$ cat src/rtl/uart_pkg.sv
// Shared UART definitions: FSM state encoding and parity mode constants.
// Used by the transmitter and by the planned receiver.
package uart_pkg;

  typedef enum logic [2:0] {
    UART_IDLE   = 3'd0,
    UART_START  = 3'd1,
    UART_DATA   = 3'd2,
    UART_PARITY = 3'd3,
    UART_STOP   = 3'd4
  } uart_state_e;

  localparam logic [1:0] PAR_NONE = 2'b00;
  localparam logic [1:0] PAR_EVEN = 2'b01;
  localparam logic [1:0] PAR_ODD  = 2'b10;

  // Mode 2'b11 is reserved and behaves like PAR_NONE.
  function automatic logic par_enabled(input logic [1:0] mode);
    return (mode == PAR_EVEN) || (mode == PAR_ODD);
  endfunction

endpackage

$ cat src/rtl/uart_baud_gen.sv
// Bit-time strobe generator: tick is high during the last clock of each bit time.
// The counter is forced to zero while clear is high so a new frame starts on a full bit.
module uart_baud_gen #(
  parameter int CLKS_PER_BIT = 16
) (
  input  logic clk,
  input  logic rst,
  input  logic clear,
  output logic tick
);

  localparam int CNT_W = (CLKS_PER_BIT > 1) ? $clog2(CLKS_PER_BIT) : 1;
  localparam logic [CNT_W-1:0] CNT_LAST = CNT_W'(CLKS_PER_BIT - 1);

  logic [CNT_W-1:0] cnt_reg;

  assign tick = (cnt_reg == CNT_LAST);

  always_ff @(posedge clk) begin
    if (rst || clear) begin
      cnt_reg <= '0;
    end else if (tick) begin
      cnt_reg <= '0;
    end else begin
      cnt_reg <= cnt_reg + 1'b1;
    end
  end

endmodule

$ cat src/rtl/uart_tx_cfg.sv
// Runtime-configurable UART transmitter: start, LSB-first data, optional parity,
// one or two stop bits. Word and frame options are latched at accept.
module uart_tx_cfg
  import uart_pkg::*;
#(
  parameter int DATA_SIZE    = 8,
  parameter int CLKS_PER_BIT = 16
) (
  input  logic                 clk,
  input  logic                 rst,
  input  logic [DATA_SIZE-1:0] tx_data,
  input  logic                 tx_valid,
  output logic                 tx_ready,
  input  logic [1:0]           par_mode,
  input  logic                 stop2,
  output logic                 tx_bit,
  output logic                 busy,
  output logic                 done
);

  localparam int IDX_W = $clog2(DATA_SIZE);
  localparam logic [IDX_W-1:0] IDX_LAST = IDX_W'(DATA_SIZE - 1);

  uart_state_e          state_reg, state_next;
  logic [DATA_SIZE-1:0] shift_reg, shift_next;
  logic [IDX_W-1:0]     idx_reg, idx_next;
  logic                 par_en_reg, par_en_next;
  logic                 par_bit_reg, par_bit_next;
  logic                 stop2_reg, stop2_next;
  logic                 stop_cnt_reg, stop_cnt_next;
  logic                 tx_bit_reg, tx_bit_next;
  logic                 busy_reg, busy_next;
  logic                 done_reg, done_next;
  logic                 tick;

  // Holding the divider clear through IDLE also clears it on the accept edge.
  uart_baud_gen #(
    .CLKS_PER_BIT(CLKS_PER_BIT)
  ) u_baud (
    .clk  (clk),
    .rst  (rst),
    .clear(state_reg == UART_IDLE),
    .tick (tick)
  );

  assign tx_ready = (state_reg == UART_IDLE);
  assign tx_bit   = tx_bit_reg;
  assign busy     = busy_reg;
  assign done     = done_reg;

  always_ff @(posedge clk) begin
    if (rst) begin
      state_reg    <= UART_IDLE;
      shift_reg    <= '0;
      idx_reg      <= '0;
      par_en_reg   <= 1'b0;
      par_bit_reg  <= 1'b0;
      stop2_reg    <= 1'b0;
      stop_cnt_reg <= 1'b0;
      tx_bit_reg   <= 1'b1;
      busy_reg     <= 1'b0;
      done_reg     <= 1'b0;
    end else begin
      state_reg    <= state_next;
      shift_reg    <= shift_next;
      idx_reg      <= idx_next;
      par_en_reg   <= par_en_next;
      par_bit_reg  <= par_bit_next;
      stop2_reg    <= stop2_next;
      stop_cnt_reg <= stop_cnt_next;
      tx_bit_reg   <= tx_bit_next;
      busy_reg     <= busy_next;
      done_reg     <= done_next;
    end
  end

  // Outputs are computed one cycle ahead so the line changes exactly on the bit edge.
  always_comb begin
    state_next    = state_reg;
    shift_next    = shift_reg;
    idx_next      = idx_reg;
    par_en_next   = par_en_reg;
    par_bit_next  = par_bit_reg;
    stop2_next    = stop2_reg;
    stop_cnt_next = stop_cnt_reg;
    tx_bit_next   = tx_bit_reg;
    busy_next     = busy_reg;
    done_next     = 1'b0;

    unique case (state_reg)
      UART_IDLE: begin
        tx_bit_next = 1'b1;
        busy_next   = 1'b0;
        if (tx_valid) begin
          shift_next    = tx_data;
          idx_next      = '0;
          par_en_next   = par_enabled(par_mode);
          par_bit_next  = (par_mode == PAR_ODD) ? ~^tx_data : ^tx_data;
          stop2_next    = stop2;
          stop_cnt_next = 1'b0;
          tx_bit_next   = 1'b0;
          busy_next     = 1'b1;
          state_next    = UART_START;
        end
      end
      UART_START: begin
        if (tick) begin
          tx_bit_next = shift_reg[0];
          state_next  = UART_DATA;
        end
      end
      UART_DATA: begin
        if (tick) begin
          if (idx_reg == IDX_LAST) begin
            if (par_en_reg) begin
              tx_bit_next = par_bit_reg;
              state_next  = UART_PARITY;
            end else begin
              tx_bit_next = 1'b1;
              state_next  = UART_STOP;
            end
          end else begin
            shift_next  = shift_reg >> 1;
            idx_next    = idx_reg + 1'b1;
            tx_bit_next = shift_reg[1];
          end
        end
      end
      UART_PARITY: begin
        if (tick) begin
          tx_bit_next = 1'b1;
          state_next  = UART_STOP;
        end
      end
      UART_STOP: begin
        if (tick) begin
          if (stop2_reg && !stop_cnt_reg) begin
            stop_cnt_next = 1'b1;
          end else begin
            busy_next  = 1'b0;
            done_next  = 1'b1;
            state_next = UART_IDLE;
          end
        end
      end
      default: begin
        tx_bit_next = 1'b1;
        busy_next   = 1'b0;
        state_next  = UART_IDLE;
      end
    endcase
  end

endmodule

$ cat config.mk
export PLATFORM = sky130hd
export DESIGN_NAME = uart_tx_cfg
export DESIGN_NICKNAME = d
export VERILOG_FILES = /design/src/rtl/uart_pkg.sv /design/src/rtl/uart_baud_gen.sv /design/src/rtl/uart_tx_cfg.sv
export SDC_FILE = /design/constraint.sdc
export NUM_CORES = 1
export LEC_CHECK = 0
export CAP_MARGIN = 5
export CELL_PAD_IN_SITES_DETAIL_PLACEMENT = 0
export CELL_PAD_IN_SITES_GLOBAL_PLACEMENT = 1
export CORE_AREA = 2 2 56 58
export CTS_BUF_LIST = sky130_fd_sc_hd__clkbuf_4
export DETAILED_ROUTE_END_ITERATION = 12
export DIE_AREA = 0 0 58 60
export DONT_BUFFER_PORTS = 1
export PLACE_DENSITY = 0.78
export SLEW_MARGIN = 20
export SYNTH_ARGS = -nofsm -noshare
export SYNTH_HDL_FRONTEND = slang
export SYNTH_SLANG_ARGS = --single-unit
$ cat constraint.sdc
create_clock -name clk -period 2 [get_ports clk]
set_input_delay 0.4 -clock clk [delete_from_list [all_inputs] [get_ports clk]]
set_output_delay 0.4 -clock clk [all_outputs]
set_load 0.005 [all_outputs]
======== Yosys cells after proc, flatten, opt, wreduce, memory -nomap -nowiden ========
Cells that the tools add are included.
W data, S select, Z words.
storage, ports and cells
  register bits after elaboration ......... 25
  input bits .............................. 14
  output and inout port bits .............. 4
  word-level logic and storage cells ...... 85
operators by class
  add/sub/neg operators ................... 2
  equality and inequality tests ........... 17
  mux-type cells .......................... 34
  bitwise operators ....................... 3
  reductions and logical operators ........ 18
operators by type and width
  cell                   number
  $mux W3                11
  $mux W8                3
  $ne A2 B2 Y1 const B   9
  $pmux W8 S2            1
  $pmux W3 S5            1
  $mux W1                14
  $reduce_and A4 Y1      3
  $reduce_xnor A8 Y1     1
  $reduce_xor A8 Y1      1
  $reduce_and A7 Y1      1
  $eq A3 B2 Y1 const B   2
  $eq A3 B3 Y1 const B   2
  $pmux W3 S2            1
  $reduce_or A3 Y1       2
  $pmux W1 S5            1
  $add A4 B1 Y4 const B  1
  $eq A4 B4 Y1 const B   1
  $reduce_bool A2 Y1     2
  $add A3 B1 Y3 const B  1
  $eq A3 B1 Y1 const B   1
  $logic_not A3 Y1       1
  $not A1 Y1             3
  $pmux W1 S3            1
  $reduce_and A3 Y1      1
  other kinds (8)        9

======== Longest topological paths before layout ========
  word-level depth ........................ 5
  gate-level depth with buffers ........... 7

======== Modules after synthesis ========
A second synthesis with hierarchy kept.
second synthesis, totals
  cells, all modules ...................... 139
  area total of the unflattened synthesis .. 1,357.6 um^2
by module, submodules not included
  module         instances  cells each  area each (um^2)
  uart_tx_cfg    1          123         1,199.9
  uart_baud_gen  1          16          157.7

======== Worst setup path before layout ========
Ideal clock, no wire load.
  kind .................................... register to register
  from .................................... register idx_reg[0]
  to ...................................... register shift_reg[4]
  setup time .............................. 91 ps
  data arrival time ....................... 1,597 ps
  required time ........................... 1,909 ps
  path slack .............................. 312 ps
  cell stages (with the launch flop) ...... 8
  cell sequence ........................... dfxtp_1 ha_1 ha_1 and4b_4 mux2_4 buf_6 a21oi_1 a311oi_1
on the way
  word-level cells in the longest chain between the ends .. 3
ends and longest elaborated chain
  element                             line                text
  start, declared                     uart_tx_cfg.sv:26   logic [IDX_W-1:0] idx_reg, idx_next;
  start signal, assigned              uart_tx_cfg.sv:66   idx_reg <= idx_next;
  $eq A3 B3 Y1                        uart_tx_cfg.sv:114  if (idx_reg == IDX_LAST) begin
  $ne A2 B2 Y1 (no source line)       n/a
  $reduce_and A4 Y1 (no source line)  n/a
  end signal, assigned                uart_tx_cfg.sv:65   shift_reg <= shift_next;
  end, declared                       uart_tx_cfg.sv:25   logic [DATA_SIZE-1:0] shift_reg, shift_next;
No other way between the ends.
A chain may end at the register's enable or synchronous reset.

======== Final worst setup path ========
  from .................................... register idx_reg[0]
  to ...................................... register shift_reg[3]
The elaborated chain is that of the path after synthesis.

==> summary.txt <==
Routing
  • DR vias: 1039
  • Detail-routed via count per cell: 5.97
  • Residual DRC count: 0
  • Final wirelength: 2.57 mm
  • Number of nets with antenna violations after detailed routing: 0
  • Violation count after the first detailed-route iteration: 27
  • Per-cell routed wire length: 14.8 um
  • Router iterations before antenna repair: 4

Placed design
  • Post-placement cell area: 0.00137 sq mm
  • Placer congestion estimate: 0.779
  • Number of placed instances with taps included: 170
  • Total half-perimeter wirelength after legalization and detailed placement: 1.84 mm
  • I/O Buffers: 0

Setup path
  • Type of destination of the critical path: flip-flop
  • Classification of the worst setup path: reg -> reg
  • Maximum fanout along the worst path: 14
  • Startpoint kind of the worst setup timing path: flip-flop
  • Crit path arrival time: 2060 ps
  • Minimum setup slack among reg-to-reg paths: 170 ps
  • Worst path required time: 2230 ps

Die
  • Initial cell density of the core: 0.479
  • Area of the core region: 0.00290 sq mm
  • Die X-Extent: 58 um
  • # IOs: 18
  • Floorplan row count: 20
  • Vert. Die Dim: 60 um
  • Die outline area: 0.00348 sq mm

Timing
  • Final critical path time including I/O delays and setup: 1830 ps
  • Sum of negative setup slack: 0 ps
  • Setup clock skew after layout: 14.3 ps
  • Final Setup Violations: 0
  • RSZ-0062 raised after global routing: no
  • Final period utilization: 0.916
  • Final hold violations: 0
  • Fmax: 0.546 GHz
  • Transition time at the pin with the least slew margin: 475 ps
  • Headroom to the max-slew limit: 0.683
  • Final number of max-transition violations: 0

Yosys
  • Multiplexer area fraction after synthesis: 0.0755
  • Seq/Total Area, Yosys: 0.360
  • Most area-consuming cells after synthesis: sky130_fd_sc_hd__dfxtp_1 36%, sky130_fd_sc_hd__a21oi_1 6.5%, sky130_fd_sc_hd__mux2i_1 6.5%
  • Avg Inst Size Synth: 9.66 sq um
  • FFs w/ async S/R, synth: 0
  • Count of flip-flops with a built-in enable after synthesis: 0
  • Area fraction in compound gates after synthesis: 0.194
  • Main flop type after synthesis: sky130_fd_sc_hd__dfxtp_1
  • Synth Register Bits: 25
  • Yosys top cell area share: 0.360
  • Net count after synthesis: 162
  • Dominant cell type by area after synthesis: sky130_fd_sc_hd__dfxtp_1
  • Combined area of all synthesized cells: 0.00139 sq mm
  • Dominant combinational cell family by area after synthesis: simple AND/OR/NAND/NOR gates
  • Unique cell type count in the Yosys netlist: 46
  • Yosys warning count: 0
  • Simple-gate area share of the yosys netlist: 0.200
  • Fraction of the mapped netlist area in adder cells: 0.0360
  • Share of the synthesized netlist area taken by xor and xnor gates: 0.0603
  • Cells after synthesis: 144

Global route
  • Global route overflow: 0
  • Vias in the first global route: 1029
  • Antenna violations before repair: 0
  • First-pass GRT wire length: 4.61 mm
  • Maximum number of pins on one net before global-route repair: 25
  • Overall routing resource usage: 0.173

Layout
  • Fraction of final layout cells with drive strength greater than 1: 0.149
  • Net total in the final layout: 160
  • Final standard cell area without fillers: 0.00140 sq mm
  • N_diodes: 0
  • Final core occ: 0.481
  • Number of flip-flops in the largest register: 8
  • Number of fill cells: 297
  • Non-filler cells in the finished layout: 174
  • Synthesis-to-layout area growth: 0.360%

Hold path
  • Type of the worst min-delay path: in -> reg

Clock network
  • H-Tree Level Count: 1
  • Number of gates resized after cts: 0
  • Total clock sinks: 25
  • Clock latency at the later pin of the worst-skew pair: 320 ps
  • Clock tree from TritonCTS: done
  • Root Buffer Master: sky130_fd_sc_hd__clkbuf_4
  • Clock-pin slew reported for the worst setup and hold paths after clock tree synthesis: 150 ps
  • Number of hold buffers added after cts: 0
  • Worst-case clock buffer depth: 2
  • Number of clock buffers inserted by TritonCTS: 3
  • Total setup buffers inserted after CTS: 0

Power
  • PD cells: 670 mW/mm^2
  • Power consumption: 935 uW
  • Leakage power: 0.000500 uW
  • Peak VDD IR: 0.406 mV

Job
  • Maximum capacitance violations: 0

Outcome
  • Status: completed
## stage by stage
step | hold WS, ps | setup slack [ps]
final | 118 | 168
after global routing | 90.0 | 15.0
after CTS | 102 | 170
after detailed placement | 435 | 206
after global placement | 430 | 303
after floorplan | 418 | 312
## synthesized netlist by cell type, types with 2 or more instances
cell type,count
sky130_fd_sc_hd__a21oi_1,18
sky130_fd_sc_hd__a311oi_1,7
sky130_fd_sc_hd__and2_1,2
sky130_fd_sc_hd__buf_2,3
sky130_fd_sc_hd__buf_6,5
sky130_fd_sc_hd__dfxtp_1,25
sky130_fd_sc_hd__ha_1,4
sky130_fd_sc_hd__inv_1,4
sky130_fd_sc_hd__mux2i_1,9
sky130_fd_sc_hd__nand2_1,5
sky130_fd_sc_hd__nand2b_1,5
sky130_fd_sc_hd__nand3_1,2
sky130_fd_sc_hd__nand3b_1,3
sky130_fd_sc_hd__nand4_1,2
sky130_fd_sc_hd__nor2_1,7
sky130_fd_sc_hd__nor3_1,3
sky130_fd_sc_hd__o21ai_0,4
sky130_fd_sc_hd__or2_2,2
sky130_fd_sc_hd__or3_1,2
sky130_fd_sc_hd__xnor2_1,4
sky130_fd_sc_hd__xor2_1,3
## layout by cell type (no fill, tap or decap), types with 2 or more instances in the layout
cell / netlist / layout
sky130_fd_sc_hd__dfxtp_1: 25 / 25
sky130_fd_sc_hd__a21oi_1: 18 / 18
sky130_fd_sc_hd__mux2i_1: 9 / 9
sky130_fd_sc_hd__a311oi_1: 7 / 7
sky130_fd_sc_hd__nor2_1: 7 / 7
sky130_fd_sc_hd__nand2b_1: 5 / 5
sky130_fd_sc_hd__nand2_1: 5 / 5
sky130_fd_sc_hd__inv_1: 4 / 4
sky130_fd_sc_hd__o21ai_0: 4 / 4
sky130_fd_sc_hd__xnor2_1: 4 / 4
sky130_fd_sc_hd__ha_1: 4 / 4
sky130_fd_sc_hd__xor2_1: 3 / 3
sky130_fd_sc_hd__nand3b_1: 3 / 3
sky130_fd_sc_hd__nor3_1: 3 / 3
sky130_fd_sc_hd__clkbuf_4: 0 / 3
sky130_fd_sc_hd__buf_4: 0 / 3
sky130_fd_sc_hd__or2_2: 2 / 2
sky130_fd_sc_hd__and2_1: 2 / 2
sky130_fd_sc_hd__nand4_1: 2 / 2
sky130_fd_sc_hd__or3_1: 2 / 2
sky130_fd_sc_hd__nand3_1: 2 / 2
## metal layers
metal,GRT usage,wire length (um),up-vias
li1,-,-,524
met1,0.227,1190,484
met2,0.274,1210,27
met3,0.0346,131,4
met4,0.0797,40,0
met5,0,0,-
## cell type report
type,instances,area [sq um],share of cell area
clock buffer,3,22.5,0.0161
clock inverter,1,7.51,0.00538
inverter,4,15.0,0.0108
multi-input combinational,105,787,0.564
sequential,25,500,0.358
tap,33,41.3,0.0296
timing repair buffer,3,22.5,0.0161
## cells by family after synthesis
group | count (synthesis)
DFF | 25
xor gates and xnor gates | 8
adders and majority gates | 4
buffers and inverters | 14
and+or+nand+nor | 43
muxes | 10
AOI/OAI and AO/OA | 40
## path summary, 6_finish.rpt
path	startpoint	depth (start not counted)	end
setup reg to reg	idx_reg[0]	6	shift_reg[3]
setup / recovery	idx_reg[0]	6	shift_reg[3]
hold / removal	rst	1	state_reg[2]
hold reg to reg	u_baud.cnt_reg[0]	1	u_baud.cnt_reg[0]
## critical path: stages (launching register included)
cell                       delay (ps)
sky130_fd_sc_hd__dfxtp_1          350
sky130_fd_sc_hd__ha_1             200
sky130_fd_sc_hd__ha_1             230
sky130_fd_sc_hd__and4b_4          380
sky130_fd_sc_hd__mux2_4           240
sky130_fd_sc_hd__a21oi_1           90
sky130_fd_sc_hd__a311oi_1         260
## where the power goes
| part | total (uW) | internal, uW | leakage (uW) | switching (uW) |
|---|---|---|---|---|
| registers | 550 | 527 | 0.000205 | 22.7 |
| logic | 154 | 78.7 | 0.000281 | 75.5 |
| clock network | 231 | 76.3 | 0.0000139 | 155 |
| total | 935 | 682 | 0.000500 | 253 |
No activity file was read; power rests on OpenSTA's default activity.
